--- config.mk ---
export PLATFORM = sky130hd
export DESIGN_NAME = instr_prefetch_ir
export DESIGN_NICKNAME = d
export VERILOG_FILES = /design/src/rtl/ir_pkg.sv /design/src/rtl/iq_fifo_core.sv /design/src/rtl/instr_prefetch_ir.sv
export SDC_FILE = /design/constraint.sdc
export NUM_CORES = 1
export LEC_CHECK = 0
export CAP_MARGIN = 30
export CORE_AREA = 2 2 81 83
export DETAILED_ROUTE_END_ITERATION = 6
export DIE_AREA = 0 0 83 85
export GPL_TIMING_DRIVEN = 1
export HOLD_SLACK_MARGIN = 0.1
export SLEW_MARGIN = 40
export SYNTH_ARGS = -nofsm -noshare
export SYNTH_HDL_FRONTEND = slang
export SYNTH_HIERARCHICAL = 1
export SYNTH_SLANG_ARGS = --single-unit
--- constraint.sdc ---
create_clock -name Clock -period 3.4 [get_ports Clock]
set_input_delay 0.85 -clock Clock [delete_from_list [all_inputs] [get_ports Clock]]
set_output_delay 0.85 -clock Clock [all_outputs]
set_load 0.01 [all_outputs]
--- src/rtl/ir_pkg.sv ---
// Shared definitions for the instruction register slice: default field widths,
// opcode encodings and field positions of the 9-bit instruction word.
package ir_pkg;

  localparam int IW_DEF   = 9;
  localparam int OPW_DEF  = 3;
  localparam int REGW_DEF = 3;

  // Field positions for the default instruction format: III XXX YYY
  localparam int OP_MSB = IW_DEF - 1;
  localparam int RX_LSB = REGW_DEF;
  localparam int RY_LSB = 0;

  localparam logic [OPW_DEF-1:0] OP_MV   = 3'd0;
  localparam logic [OPW_DEF-1:0] OP_MVI  = 3'd1;
  localparam logic [OPW_DEF-1:0] OP_ADD  = 3'd2;
  localparam logic [OPW_DEF-1:0] OP_SUB  = 3'd3;
  localparam logic [OPW_DEF-1:0] OP_LD   = 3'd4;
  localparam logic [OPW_DEF-1:0] OP_ST   = 3'd5;
  localparam logic [OPW_DEF-1:0] OP_MVNZ = 3'd6;

endpackage

--- src/rtl/iq_fifo_core.sv ---
// Prefetch queue storage: DEPTH-entry circular buffer with wrapping pointers
// (any DEPTH >= 2), occupancy count and full/empty flags. Updates on falling edge.
module iq_fifo_core #(
  parameter int W     = 9,
  parameter int DEPTH = 4,
  parameter int CW    = $clog2(DEPTH + 1)
) (
  input  logic          Clock,
  input  logic          Resetn,
  input  logic          push,
  input  logic          pop,
  input  logic          flush,
  input  logic [W-1:0]  wr_data,
  output logic [W-1:0]  head,
  output logic [CW-1:0] count,
  output logic          full,
  output logic          empty
);

  localparam int PW = $clog2(DEPTH);

  logic [W-1:0]  mem [DEPTH];
  logic [PW-1:0] wr_ptr;
  logic [PW-1:0] rd_ptr;
  logic          push_ok;
  logic          pop_ok;

  assign full    = (count == CW'(DEPTH));
  assign empty   = (count == '0);
  assign push_ok = push && !full && !flush;
  assign pop_ok  = pop && !empty && !flush;
  assign head    = mem[rd_ptr];

  function automatic logic [PW-1:0] ptr_next(input logic [PW-1:0] p);
    return (p == PW'(DEPTH - 1)) ? '0 : p + 1'b1;
  endfunction

  always_ff @(negedge Clock) begin
    if (push_ok) mem[wr_ptr] <= wr_data;
  end

  // Flush keeps wr_ptr where it is and drops everything by catching rd_ptr up.
  always_ff @(negedge Clock) begin
    if (!Resetn) begin
      wr_ptr <= '0;
      rd_ptr <= '0;
      count  <= '0;
    end else if (flush) begin
      rd_ptr <= wr_ptr;
      count  <= '0;
    end else begin
      if (push_ok) wr_ptr <= ptr_next(wr_ptr);
      if (pop_ok)  rd_ptr <= ptr_next(rd_ptr);
      case ({push_ok, pop_ok})
        2'b10:   count <= count + 1'b1;
        2'b01:   count <= count - 1'b1;
        default: count <= count;
      endcase
    end
  end

endmodule

--- src/rtl/instr_prefetch_ir.sv ---
// Instruction register fed by a prefetch queue, with empty-queue bypass,
// taken-branch flush and opcode/Rx/Ry field split. State changes on falling edge.
module instr_prefetch_ir
  import ir_pkg::*;
#(
  parameter int IW    = IW_DEF,
  parameter int DEPTH = 4,
  parameter int OPW   = OPW_DEF,
  parameter int REGW  = REGW_DEF,
  parameter int CW    = $clog2(DEPTH + 1)
) (
  input  logic            Clock,
  input  logic            Resetn,
  input  logic [IW-1:0]   InstrIn,
  input  logic            InstrValid,
  output logic            InstrReady,
  input  logic            IRin,
  input  logic            Flush,
  output logic [IW-1:0]   IR,
  output logic            IRValid,
  output logic [OPW-1:0]  Opcode,
  output logic [REGW-1:0] Rx,
  output logic [REGW-1:0] Ry,
  output logic [CW-1:0]   Count,
  output logic            Empty,
  output logic            Full
);

  // Handshake: a word transfers on a falling edge where InstrValid && InstrReady;
  // InstrReady depends only on occupancy, so a pop on the same edge cannot make room.
  logic          push_fire;
  logic          bypass;
  logic [IW-1:0] head;

  assign InstrReady = !Full;
  assign push_fire  = InstrValid && InstrReady;
  assign bypass     = IRin && Empty && push_fire;

  iq_fifo_core #(
    .W     (IW),
    .DEPTH (DEPTH),
    .CW    (CW)
  ) u_fifo (
    .Clock   (Clock),
    .Resetn  (Resetn),
    .push    (push_fire && !bypass),
    .pop     (IRin && !Empty),
    .flush   (Flush),
    .wr_data (InstrIn),
    .head    (head),
    .count   (Count),
    .full    (Full),
    .empty   (Empty)
  );

  always_ff @(negedge Clock) begin
    if (!Resetn) begin
      IR      <= '0;
      IRValid <= 1'b0;
    end else if (Flush) begin
      IR      <= '0;
      IRValid <= 1'b0;
    end else if (IRin) begin
      if (!Empty) begin
        IR      <= head;
        IRValid <= 1'b1;
      end else if (push_fire) begin
        IR      <= InstrIn;
        IRValid <= 1'b1;
      end else begin
        IRValid <= 1'b0;
      end
    end
  end

  assign Opcode = IR[IW-1 -: OPW];
  assign Rx     = IR[2*REGW-1 -: REGW];
  assign Ry     = IR[REGW-1:0];

endmodule
==> results.cfg <==
[outcome]
status = finished with violations
violations = negative setup slack

[cells_and_area]
diodes = 0
area_delta_synth_final_pct = 46.6
drive_gt1_share_pct = 42.8
final_cells = 374
nets = 317
final_common_cell = inv_1
final_cell_mix = inv_1, edfxtp_1, buf_6

[setup_path]
cp-start-kind = input port
reg2reg_depth = 14
arrival_ps = 2480
rr_startpoint = u_fifo/count[1]
crit_required_ps = 2010
cp_max_fo = 2
crit_path_start = InstrValid
cp-end-kind = flop
path_class = input port to flop

[routing]
wl_per_cell_um = 14.5
via_per_inst = 4.79
drc = 0
ant_nets = 0
wl_mm = 5.44
vias = 1793
drt_iter0_markers = 56
first_pass_iters = 4

[sta]
slew_viol_final = 0
postLayoutSetupSlackWorst_ps = -478
max_slew_margin_pct = 57.7
setup_tns_ps = -4930
skew_ps = 23.3
hold_viol = 0
holdWs_ps = 457
tightest_slew_ps = 633
finalSetupViolCount = 45
rsz0062_at_grt = yes

[clocking]
cts_buffers = 5
cts_sinks = 55
htree_levels = 2
clk_path_buf_depth = 2
clock_latency_ps = 390
clk_pin_slew_worst_paths_ps = 40
cts_tree = built
clockRootBuffer = clkbuf_8
cts_hold_buf = 0

[synth]
synth.avg_cell_area_um2 = 13.8
ys.flop_type = edfxtp_1
synth_cells = 176
synth_top_family_by_area = multiplexers
synth_compound_area_share_pct = 3.45
synth_fa_ha_area_share_pct = 3.92
async_flop_share_pct = 0
synth_xor_area_share_pct = 0.721
netlist_area_mm2 = 0.00243
ys_seq_elements = 55
yosys.area_share.simple_pct = 8.40
yosysUniqueCellTypes = 31
muxShareOfSynthArea_pct = 16.6
syn-num-nets = 197
synth_enable_flop_cells = 36
ys_warn_count = 6
yosysSeqAreaShare_pct = 60.2

[placement]
gp_routability_congestion = 0.708
placed_cells = 303
place_ws_ps = -1210
dp_hpwl_mm = 3.25
io_buffers = 38

[global_route]
grt_usage_pct = 14.4
grt_pass1_wl_mm = 8.02
grt-ovfl-total = 0
grt_pass1_vias = 1819
antenna_found_initial = 0
grt_max_degree = 20

[min_path]
holdCritStartpoint = IR[2]
hold_class = flop to flop
hold_depth = 2

[floorplan]
dieWidth_um = 83
row_count = 29
initial_core_util_pct = 39.1
io_pins = 39
die_h_um = 85
die-area_mm2 = 0.00706
core-area_mm2 = 0.00620

[job]
maxCapViolCount = 0

[power]
peakVddDrop_mv = 0.250
power_leakage_nw = 1.60
finalPower_mw = 1.50
power_density_mw_per_mm2 = 422
==> worst max-delay path: stages <==
cell and delay (ps):
buf_6 90, nor2b_4 110, a21boi_4 140, nand2b_4 90
nor2_4 30, inv_2 60, ha_4 140, inv_2 30
fa_2 330, xor2_1 160, or3_1 330, a21oi_2 130
==> through the flow <==
| stage | cell area [um2] | util [%] |
|---|---|---|
| 2_1_floorplan | 2470 | - |
| 3_3_place_gp | 3040 | 49.0 |
| 3_5_place_dp | 3040 | 49.0 |
| 4_1_cts | 3370 | 54.3 |
| 5_1_grt | 3560 | 57.4 |
| 6_report | 3560 | 57.4 |
==> cell type report <==
class | instances | area [um2]
clock buffers | 5 | 68.8
clock inverters | 58 | 233
fillers | 504 | 2640
inverters | 11 | 46.3
multi-input cells | 98 | 990
flip-flops and latches | 55 | 1490
well taps | 77 | 96.3
repair buffers | 70 | 642
==> cell families (layout without fill, tap and decap cells) <==
| logic type | after synthesis | in the layout |
|---|---|---|
| multiplexers | 28 | 28 |
| flip-flops | 55 | 55 |
| AO/OA/AOI/OAI | 15 | 15 |
| XOR/XNOR | 2 | 2 |
| buffers and inverters | 28 | 144 |
| adder cells (fa/ha/maj) | 7 | 7 |
| AND/OR/NAND/NOR | 41 | 46 |
==> final timing paths <==
check / end / slack [ps]
worst max-delay path: u_fifo/count[2] / -480
worst min-delay path: IR[2] / 460
worst max register to register: u_fifo/count[2] / 890
worst min register to register: IR[2] / 460
==> cells in the mapped netlist (all sizes together), types with 2 or more instances <==
cell    instances  area [um2]
a21boi          2        15.0
a21oi           5        25.0
and3            4        30.0
buf            15         114
dfxtp          19         380
edfxtp         36        1080
ha              6        75.1
inv            13        48.8
mux2            9         101
mux2i          10         100
mux4            9         203
nand2          20        75.1
nand2b          2        12.5
nor2            5        18.8
nor2b           3        18.8
o21ai           6        30.0
or3             2        12.5
xor2            2        17.5
==> metal layers <==
layer	track usage [%]	wire length, um
met5	0	0
met4	7.75	36
met3	6.32	228
met2	22.0	2700
met1	17.1	2470
==> power breakdown <==
part | internal (mW) | total, mW | leakage [nW] | switching [mW]
clock network | 0.236 | 0.631 | 0.342 | 0.395
registers | 0.726 | 0.738 | 0.487 | 0.0122
logic | 0.0773 | 0.132 | 0.769 | 0.0550
==> state kept, by name (all words and copies together), names as in the netlist, named ones only <==
register / flops
IR: 9
u_fifo/count: 3
IRValid: 1
u_fifo/mem: 36
u_fifo/wr_ptr: 2
u_fifo/rd_ptr: 2
==> repair_timing <==
action,in CTS,in global routing
pin swaps,10,17
gates resized for setup,144,32
endpoints found under the setup margin,74,74
buffers inserted,5,4
gates cloned,0,6
(Power assumes the default switching activity.)
